<file path="src/rtl/mem_access_unit_pkg.sv">
// Shared definitions for the unified memory port: access state encoding,
// default abort limit and the word-alignment helper.
package mem_access_unit_pkg;

   typedef enum logic [1:0] {
      MEM_IDLE = 2'd0,
      MEM_REQ  = 2'd1,
      MEM_DONE = 2'd2
   } mem_state_t;

   localparam int TIMEOUT_CYC_DEFAULT = 15;

   function automatic logic word_aligned(input logic [1:0] low_bits);
      return (low_bits == 2'b00);
   endfunction

endpackage

</file>
<file path="src/rtl/mem_wait_counter.sv">
// Wait-cycle counter for an in-flight request; expired is high on the
// LIMIT-th consecutive wait cycle (only used in MEM_TIMEOUT_EN builds).
module mem_wait_counter #(
   parameter int LIMIT = 15
) (
   input  logic clk,
   input  logic reset_n,
   input  logic clear,
   input  logic enable,
   output logic expired
);

   logic [3:0] count_r;

   // Counts request cycles; held at zero whenever no request is pending.
   always_ff @(posedge clk) begin
      if (!reset_n) begin
         count_r <= 4'd0;
      end else if (clear) begin
         count_r <= 4'd0;
      end else if (enable) begin
         count_r <= count_r + 4'd1;
      end else begin
         count_r <= count_r;
      end
   end

   assign expired = enable && (count_r == 4'(LIMIT - 1));

endmodule

</file>
<file path="src/rtl/mem_access_unit.sv">
// Unified instruction/data memory port with req/ready handshake, IR and MDR.
// Optional abort of stuck requests is enabled by defining MEM_TIMEOUT_EN.
module mem_access_unit
   import mem_access_unit_pkg::*;
#(
   parameter int XLEN        = 32,
   parameter int ADDR_W      = 32,
   parameter int TIMEOUT_CYC = TIMEOUT_CYC_DEFAULT
) (
   input  logic              clk,
   input  logic              reset_n,
   input  logic [ADDR_W-1:0] pc,
   input  logic [ADDR_W-1:0] alu_out,
   input  logic [XLEN-1:0]   store_data,
   input  logic              IorD,
   input  logic              MemRead,
   input  logic              MemWrite,
   input  logic              IRWrite,
   output logic              mem_req,
   output logic              mem_we,
   output logic [ADDR_W-1:0] mem_addr,
   output logic [XLEN-1:0]   mem_wdata,
   input  logic              mem_ready,
   input  logic [XLEN-1:0]   mem_rdata,
   output logic [XLEN-1:0]   inst_reg,
   output logic [XLEN-1:0]   mdr,
   output logic              mem_busy,
   output logic              mem_done,
   output logic              access_err
);

   mem_state_t        state_r, state_next_s;
   logic              dest_ir_r;
   logic              start_s, err_s, timeout_s;
   logic [ADDR_W-1:0] sel_addr_s;

   assign sel_addr_s = IorD ? alu_out : pc;
   assign mem_busy   = (state_r == MEM_REQ);

`ifdef MEM_TIMEOUT_EN
   mem_wait_counter #(
      .LIMIT(TIMEOUT_CYC)
   ) u_wait_counter (
      .clk    (clk),
      .reset_n(reset_n),
      .clear  (state_r != MEM_REQ),
      .enable (mem_busy),
      .expired(timeout_s)
   );
`else
   assign timeout_s = 1'b0;
`endif

   // Next-state decode; a command with both strobes or a misaligned address is flagged, not issued.
   always_comb begin
      state_next_s = state_r;
      start_s      = 1'b0;
      err_s        = 1'b0;
      case (state_r)
         MEM_IDLE: begin
            if (MemRead ^ MemWrite) begin
               if (word_aligned(sel_addr_s[1:0])) begin
                  start_s      = 1'b1;
                  state_next_s = MEM_REQ;
               end else begin
                  err_s = 1'b1;
               end
            end else if (MemRead & MemWrite) begin
               err_s = 1'b1;
            end else begin
               state_next_s = MEM_IDLE;
            end
         end
         MEM_REQ: begin
            if (mem_ready) begin
               state_next_s = MEM_DONE;
            end else if (timeout_s) begin
               err_s        = 1'b1;
               state_next_s = MEM_IDLE;
            end else begin
               state_next_s = MEM_REQ;
            end
         end
         MEM_DONE: state_next_s = MEM_IDLE;
         default:  state_next_s = MEM_IDLE;
      endcase
   end

   // State, handshake outputs and the IR/MDR capture registers.
   always_ff @(posedge clk) begin
      if (!reset_n) begin
         state_r    <= MEM_IDLE;
         mem_req    <= 1'b0;
         mem_we     <= 1'b0;
         mem_addr   <= '0;
         mem_wdata  <= '0;
         mem_done   <= 1'b0;
         access_err <= 1'b0;
         inst_reg   <= '0;
         mdr        <= '0;
         dest_ir_r  <= 1'b0;
      end else begin
         state_r  <= state_next_s;
         mem_req  <= (state_next_s == MEM_REQ);
         mem_done <= (state_r == MEM_REQ) && mem_ready;
         if (start_s) begin
            mem_addr  <= sel_addr_s;
            mem_wdata <= store_data;
            mem_we    <= MemWrite;
            dest_ir_r <= IRWrite;
         end
         if ((state_r == MEM_REQ) && mem_ready && !mem_we) begin
            if (dest_ir_r) begin
               inst_reg <= mem_rdata;
            end else begin
               mdr <= mem_rdata;
            end
         end
         if (err_s) begin
            access_err <= 1'b1;
         end
      end
   end

endmodule

</file>
<file path="config.mk">
export PLATFORM = sky130hd
export DESIGN_NAME = mem_access_unit
export DESIGN_NICKNAME = d
export VERILOG_FILES = /design/src/rtl/mem_access_unit_pkg.sv /design/src/rtl/mem_wait_counter.sv /design/src/rtl/mem_access_unit.sv
export SDC_FILE = /design/constraint.sdc
export NUM_CORES = 1
export LEC_CHECK = 0
export CAP_MARGIN = 20
export CORE_MARGIN = 4
export CORE_UTILIZATION = 45
export CTS_BUF_LIST = sky130_fd_sc_hd__clkbuf_8
export CTS_CLUSTER_DIAMETER = 100
export DETAILED_ROUTE_END_ITERATION = 12
export GPL_ROUTABILITY_DRIVEN = 0
export PLACE_DENSITY_LB_ADDON = 0.15
export SETUP_SLACK_MARGIN = 0.02
export SYNTH_ARGS = -nofsm -noshare
export SYNTH_HDL_FRONTEND = slang
export SYNTH_SLANG_ARGS = --single-unit
</file>
<file path="constraint.sdc">
create_clock -name clk -period 4.6 [get_ports clk]
set_clock_uncertainty 0.15 [all_clocks]
set_input_delay 0.92 -clock clk [delete_from_list [all_inputs] [get_ports clk]]
set_output_delay 0.92 -clock clk [all_outputs]
set_load 0.005 [all_outputs]
</file>
==> results of run 1 <==
## final timing paths
kind,startpoint,endpoint,slack [ps],cells past startpoint
setup / recovery,MemRead,mem_wdata[6],1690,6
hold / removal,mdr[27],mdr[27],310,2
setup reg to reg,state_r[0],mdr[14],2510,4
hold reg to reg,mdr[27],mdr[27],310,2
## worst max-delay path: cells and delay by family
family / cells / cell delay [ps]
mux: 1 / 240
fa+ha+maj: 1 / 330
simple gates: 1 / 270
buf+inv: 2 / 840
compound gates: 1 / 450
## metrics by stage
step                setup WS [ps]  power [mW]   util  hold slack, ps  cells
floorplan                    2230        1.39      -             301    580
global placement             1330        1.59  0.686             293    976
detailed placement           1250        1.60  0.686             299    976
CTS                          1710        2.56  0.718             313   1008
global route                 1620        2.64  0.721             332   1009
finish                       1690        2.54  0.721             310   1009
## power by group through the flow
stage | clock, mW | sequential (mW) | combinational, mW
after global placement | 0 | 1.25 | 0.348
after floorplan | 0 | 1.25 | 0.144
after CTS | 0.985 | 1.22 | 0.357
after global routing | 1.04 | 1.22 | 0.381
final | 0.962 | 1.22 | 0.354
after detailed placement | 0 | 1.25 | 0.355
## layout by cell type (no fill, tap or decap)
cell and n:
nand2_1 224, clkdlybuf4s50_1 266, and4bb_1 1, mux2_2 30, buf_6 1, ha_1 1, nor4b_1 1, bufinv_16 2
mux2i_1 128, buf_12 2, and3_1 4, clkinv_4 2, buf_4 2, nor2_1 2, a21oi_1 2, nor2b_1 1
buf_16 1, and4bb_2 1, o21ai_4 1, nand4b_2 1, clkbuf_8 19, inv_1 1, clkinv_2 4, nand2b_1 2
o21a_1 1, clkinvlp_4 4, nor4b_2 1, o21bai_1 1, dfxtp_1 135
## cell type report
type / count / area share
clock buffers: 19 / 0.0301
clock inverters: 13 / 0.0151
repair buffers: 272 / 0.317
flip-flops and latches: 135 / 0.311
multi-input cells: 402 / 0.302
well taps: 168 / 0.0242
## synthesized netlist by cell type
library cell | n | area [sq um]
nand2b_1 | 2 | 12.5
nor4b_2 | 1 | 15.0
ha_1 | 1 | 12.5
buf_2 | 5 | 25.0
and3_1 | 4 | 25.0
nand2_1 | 224 | 841
o21a_1 | 1 | 7.51
dfxtp_1 | 135 | 2700
mux2i_1 | 128 | 1280
and4bb_1 | 1 | 12.5
buf_1 | 3 | 11.3
o21ai_1 | 1 | 5.00
nor2b_1 | 1 | 6.26
clkbuf_1 | 26 | 97.6
buf_6 | 7 | 78.8
and4bb_2 | 1 | 12.5
a21oi_1 | 2 | 10.0
o21bai_1 | 1 | 7.51
nand4b_2 | 1 | 15.0
nor4b_1 | 1 | 8.76
buf_4 | 2 | 15.0
mux2_2 | 30 | 338
nor2_1 | 2 | 7.51
## cell families after synthesis
logic type | count (synthesis)
AOI/OAI and AO/OA | 5
adders and majority gates | 1
buffers and inverters | 43
DFF | 135
muxes | 158
and+or+nand+nor | 238
## metal layers
metal	vias to the layer above	wire (um)	track usage
li1	2404	-	-
met1	2217	6010	0.233
met2	181	7800	0.375
met3	21	1300	0.0831
met4	0	316	0.0760
met5	-	0	0
==> impl_metrics.toml, run 1 <==
[clocking]
htreeDepth = 4
clk_latency_ps = 420
cts.sink_count = 135
cts_setup_buffers = 0
cts_tree = "built"
cts_buffers = 17
cts_hold_buf = 0
clkTransAtPathRegs_ps = 70
clockRootBuffer = "clkbuf_8"
ctsResizeCount = 0
clockBufferDepth = 2

[finish]
multi_input_area_sq_um = 2630
n_fill_cell = 878
insertedDiodeCount = 0
final_area_sq_um = 8690
drive_above_1_share = 0.0844
seqCellArea_sq_um = 2700
areaGrowthSynthToFinish_pct = 56.7
nets = 964

[die]
io_pins = 268
coreArea_sq_um = 12100
row_count = 40
die-area_sq_um = 14200
fp.dieW_um = 119
start_util = 0.460
die_h_um = 119

[global_route]
overflow = 0
global_route.usage.total = 0.213
grt_max_degree = 155
grt_pass1_vias = 4890
antenna_found_initial = 0
grt_pass1_wl_um = 24300

[critical_path]
cp_max_fo = 56
cp_cell_sequence = "clkdlybuf4s50_1 -> ha_1 -> and4bb_1 -> o21ai_4 -> buf_12 -> mux2i_1"
crit_path_start_kind = "input port"
cp-end-kind = "register"
cp_slowest_cell = "clkdlybuf4s50_1"
crit_arrival_ps = 3100
critPathKind = "input port to register"
max_stage_delay_ps = 450
worstPathRequired_ps = 4800

[sta]
worst_pin_slew_ps = 1010
setup_viol = 0
fin_tns_setup_ps = 0
post-route-period-util = 0.632
max_freq_mhz = 344
relSlewSlack = 0.324
rsz0062_at_grt = "false"
slew_violations = 0
post-route-min-period_ps = 2910
hold_viol = 0

[synthesis]
synthMuxAreaShare = 0.292
ys_seq_area_frac = 0.487
netlist_area_sq_um = 5550
synth_fa_ha_area_frac = 0.00226
yosys.area_share.simple = 0.172
synth_top_family_by_area = "multiplexers"
yosysUniqueCellTypes = 23
synth_nets = 716
synth_compound_gate_area_share = 0.00541
ys.warnings.count = 0
yosys_register_bits = 135
syn_area_per_cell_sq_um = 9.57
syn_inst = 580
synth_xor_area_frac = 0

[detailed_routing]
first_pass_iters = 4
ant_nets = 0
drt_iter0_drc = 205
drc = 0
vias = 4823
wirelength_um = 15400
wire_per_inst_um = 15.3
vias_per_cell = 4.78

[run]
maxCapViolCount = 0

[power]
power.switching_uw = 606
comb_power_share = 0.140
pwr-share-clk = 0.379
swShare = 0.239
seqPwrFrac = 0.481
ir_drop_mv = 0.167
p_int_mw = 1.93
power.leakage_nw = 3.79
power.density_nw_per_um2 = 292

[place]
port_buffers = 267
hpwl_um = 11600
place_area_sq_um = 8270

[hold_path]
hold_path_class = "register to register"

[outcome]
outcome = "finished, final reports clean"
Power figures use the tool's default switching activity.
==> run 2, diff against run 1 <==
CORE_UTILIZATION = 42   (was 45)
clock period = 3 ns   (was 4.6 ns; I/O delays follow)
==> run 2 against run 1 <==
Compared with the run above:
- wire length is 0.74% lower
- via count grew 0.21%
- die area is 6.7% higher
- sequential power increased by 53%
- clock power grew 35%
- worst hold slack got worse by 2.0 ps
- non-clock buffer count grew 7
- sequential cell count unchanged
- register-to-register slack got worse by 1400 ps
- first-iteration DRC count fell by 6.3%
- total power increased by 47%
- critical path type is now register to output pin
==> impl_metrics.toml, run 2 (same netlist as run 1, synthesis figures left out) <==
[outcome]
outcome = "finished, final reports clean"

[sta]
post-route-min-period_ps = 2450
max_freq_mhz = 408
post-route-period-util = 0.816
relSlewSlack = 0.615
hold_viol = 0
rsz0062_at_grt = "false"
fin_tns_setup_ps = 0
worst_pin_slew_ps = 577
setup_viol = 0
hold_ws_ps = 308
slew_violations = 0
fin_ws_ps = 551

[place]
hpwl_um = 11800
dp.cells = 988
place_area_sq_um = 8350
pre_cts_ws_ps = 335
port_buffers = 267

[finish]
insertedDiodeCount = 0
layout_commonest_cell = "clkdlybuf4s50_1"
seqCellArea_sq_um = 2700
n_fill_cell = 1015
final_area_sq_um = 8680
final_util = 0.680
nets = 971
layout_common_cells = "clkdlybuf4s50_1 (266), nand2_1 (224), dfxtp_1 (135)"
drive_above_1_share = 0.0853
multi_input_area_sq_um = 2630
areaGrowthSynthToFinish_pct = 56.5
finalNonFillerCells = 1016

[die]
io_pins = 268
die-area_sq_um = 15100
die_h_um = 123
coreArea_sq_um = 12800
fp.dieW_um = 123
start_util = 0.434
row_count = 41

[critical_path]
worstPathRequired_ps = 2250
critPathKind = "register to output pin"
rr_startpoint = "state_r[0]"
r2r_cells = 4
crit_path_start_kind = "register"
rrSetupSlack_ps = 1100
cp_max_fo = 5
crit_arrival_ps = 1700
cp-end-kind = "output pin"
timing.rr.end = "mdr[27]"

[power]
ir_drop_mv = 0.189
comb_power_share = 0.147
pwr-share-clk = 0.350
power.density_nw_per_um2 = 428
finalPower_mw = 3.72
power.leakage_nw = 3.81
power.switching_uw = 844
swShare = 0.227
p_int_mw = 2.88
seqPwrFrac = 0.503

[detailed_routing]
drc = 0
drt_iter0_drc = 192
vias = 4833
first_pass_iters = 6
wire_per_inst_um = 15.1
wirelength_um = 15300
vias_per_cell = 4.76
ant_nets = 0

[hold_path]
hold_path_depth = 2
min_from = "mdr[11]"
min_to = "mdr[11]"
hold_path_class = "register to register"

[global_route]
overflow = 0
grt_pass1_wl_um = 23400
global_route.usage.total = 0.199
grt_pass1_vias = 4884
antenna_found_initial = 0
grt_max_degree = 68

[clocking]
htreeDepth = 4
cts_setup_buffers = 0
cts_buffers = 17
cts.sink_count = 135
clk_latency_ps = 420
clockBufferDepth = 2
clockRootBuffer = "clkbuf_8"
cts_hold_buf = 0
cts_tree = "built"
ctsResizeCount = 0
clkTransAtPathRegs_ps = 70

[run]
maxCapViolCount = 0
==> run 2: cell count changes in the layout (fill, tap and decap cells not counted), sizes merged <==
cell	change
buf	+7
inv	+2
clkinv	-2
clkinvlp	-4
clkbuf	+1
bufinv	-1
==> run 2: worst max path at each step <==
stage | from | to | slack [ps] | cells past startpoint
6_report | state_r[0] | mem_busy | 550 | 2
3_3_place_gp | MemRead | mem_wdata[10] | 400 | 6
4_1_cts | state_r[0] | mem_busy | 500 | 2
2_1_floorplan | MemRead | mem_addr[28] | 950 | 6
3_5_place_dp | MemRead | mem_wdata[1] | 330 | 6
5_1_grt | state_r[0] | mem_busy | 440 | 2
==> run 2: worst max-delay path, cell delays in order (launching register included) <==
cell             delay, ps
dfxtp_1                380
nor2b_1                300
clkdlybuf4s50_1        600
==> run 2: final cells by class <==
| class | count | area share |
|---|---|---|
| clock inverters | 8 | 0.00706 |
| repair buffers | 279 | 0.323 |
| flip-flops and latches | 135 | 0.311 |
| clock buffers | 20 | 0.0317 |
| multi-input cells | 402 | 0.303 |
| well taps | 172 | 0.0248 |
==> run 2: metal layers <==
layer | part of all wire | GRT usage
met4 | 0.022 | 0.0826
met2 | 0.51 | 0.358
met5 | 0 | 0
met3 | 0.096 | 0.0819
met1 | 0.37 | 0.203
==> run 2: power groups by stage <==
stage          Combinational (mW)  Clock, mW  Sequential [mW]
2_1_floorplan               0.221          0             1.91
3_3_place_gp                0.541          0             1.91
3_5_place_dp                0.550          0             1.91
4_1_cts                     0.555       1.35             1.87
5_1_grt                     0.591       1.43             1.88
6_report                    0.547       1.30             1.87
==> run 3, diff against run 2 <==
CORE_UTILIZATION = 38   (was 42)
clock period = 2.1 ns   (was 3 ns; I/O delays follow)
==> run 3 against run 2 <==
Compared with the run above:
- non-clock buffer count is 4 higher
- register-to-register slack worse by 600 ps
- cell area is 1.6% higher
- clock power is 58% higher
- via count is 0.60% lower
- combinational power is 46% higher
- setup slack worse by 420 ps
- largest cell class unchanged
==> impl_metrics.toml, run 3 (same netlist as run 1, synthesis figures left out) <==
[detailed_routing]
first_pass_iters = 4
drc = 0
wire_per_inst_um = 15.1
ant_nets = 0
wirelength_um = 15600
vias = 4804
drt_iter0_drc = 166
vias_per_cell = 4.66

[global_route]
grt_pass1_vias = 5024
overflow = 0
grt_max_degree = 129
grt_pass1_wl_um = 24800
antenna_found_initial = 0
global_route.usage.total = 0.188

[sta]
fin_tns_setup_ps = 0
post-route-min-period_ps = 1970
worst_pin_slew_ps = 488
max_freq_mhz = 508
relSlewSlack = 0.675
fin_ws_ps = 132
hold_viol = 0
setup_viol = 0
rsz0062_at_grt = "false"
post-route-period-util = 0.937
slew_violations = 0

[critical_path]
cp-end-kind = "register"
r2r_cells = 4
max_stage_delay_ps = 430
cp_slowest_cell = "clkdlybuf4s50_1"
crit_arrival_ps = 2180
worst-path-buf-inv = 3
cp_max_fo = 17
crit_path_start_kind = "input port"
worst_path_most_repeated_cell = "buf_12"
cp_cell_sequence = "clkdlybuf4s50_1 -> ha_1 -> and4bb_1 -> o21ai_4 -> buf_12 -> buf_12 -> mux2i_1"
rrSetupSlack_ps = 500
critPathKind = "input port to register"
rr_startpoint = "state_r[0]"
timing.rr.end = "mdr[16]"
worstPathRequired_ps = 2310
crit_family = "buffers and inverters"

[clocking]
clockRootBuffer = "clkbuf_8"
cts_buffers = 17
cts_tree = "built"
cts.sink_count = 135
htreeDepth = 4
cts_hold_buf = 0
clk_latency_ps = 430
clkTransAtPathRegs_ps = 70
clockBufferDepth = 2

[finish]
layout_common_cells = "clkdlybuf4s50_1 (265), nand2_1 (224), dfxtp_1 (135)"
drive_above_1_share = 0.0964
n_fill_cell = 1202
layout_commonest_cell = "clkdlybuf4s50_1"
nets = 975
insertedDiodeCount = 0
areaGrowthSynthToFinish_pct = 59.1

[run]
maxCapViolCount = 0

[die]
coreArea_sq_um = 14100
die-area_sq_um = 16600
row_count = 43
start_util = 0.394
fp.dieW_um = 129
io_pins = 268
die_h_um = 129

[power]
power.leakage_nw = 3.87
ir_drop_mv = 0.322
power.density_nw_per_um2 = 626

[outcome]
outcome = "finished, final reports clean"

[place]
pre_cts_ws_ps = -351
port_buffers = 267
hpwl_um = 11900

[hold_path]
hold_path_depth = 2
min_from = "mem_addr[26]"
hold_path_class = "register to register"
min_to = "mem_addr[26]"
==> run 3: cell count changes in the layout (fill, tap and decap cells not counted), sizes merged <==
cell and delta:
clkdlybuf4s50 -1, inv -2, bufinv +1, clkinvlp +1, dlygate4sd2 +1, clkinv +3
buf +4
==> run 3: layer usage <==
metal / wire (um) / vias up / GRT usage
met4: 365 / 0 / 0.0741
met5: 0 / - / 0
li1: - / 2418 / -
met2: 7950 / 168 / 0.329
met3: 1460 / 29 / 0.0793
met1: 5790 / 2189 / 0.201
==> run 3: metrics by stage <==
stage | util | std cells | hold WS, ps | cell area (sq um) | total power [mW]
2_1_floorplan | - | 580 | 301 | 5550 | 3.05
3_3_place_gp | 0.599 | 1000 | 291 | 8440 | 3.53
3_5_place_dp | 0.599 | 1000 | 298 | 8440 | 3.54
4_1_cts | 0.626 | 1031 | 311 | 8830 | 5.61
5_1_grt | 0.626 | 1031 | 324 | 8830 | 5.79
6_report | 0.626 | 1031 | 306 | 8830 | 5.52
==> run 3: worst reg2reg max path, stage by stage (launching register included) <==
cell and delay, ps:
dfxtp_1 380, nor2b_4 210, and4bb_2 280, buf_12 250
mux2i_1 260
==> run 3: what timing repair did <==
item                                    4_1_cts  5_1_grt
hold endpoints to repair                      0        0
endpoints found under the setup margin        1        0
buffers inserted                              0        0
resized for setup                             3        0
==> run 3: worst max-delay path by stage <==
stage / slack, ps / endpoint / cells past startpoint / startpoint
after floorplan: 230 / mem_addr[28] / 6 / MemRead
after global placement: -310 / mem_addr[1] / 7 / MemRead
after detailed placement: -350 / mem_wdata[9] / 7 / MemRead
after CTS: 120 / mem_wdata[9] / 7 / MemRead
after global routing: 40 / mem_addr[0] / 7 / MemRead
final: 130 / mem_wdata[16] / 7 / MemRead
==> run 3: report_power, final <==
group          switching (mW)  total, mW  internal, mW
Sequential             0.0402       2.68          2.63
Clock                   0.925       2.05          1.12
Combinational           0.292      0.800         0.508
Total                    1.26       5.52          4.27
==> run 3: area by class of cell <==
cell class,count,area [sq um],area share
multi-input cells,402,2640,0.299
clock buffers,20,275,0.0312
repair buffers,283,2880,0.326
flip-flops and latches,135,2700,0.306
clock inverters,11,106,0.0120
well taps,180,225,0.0255
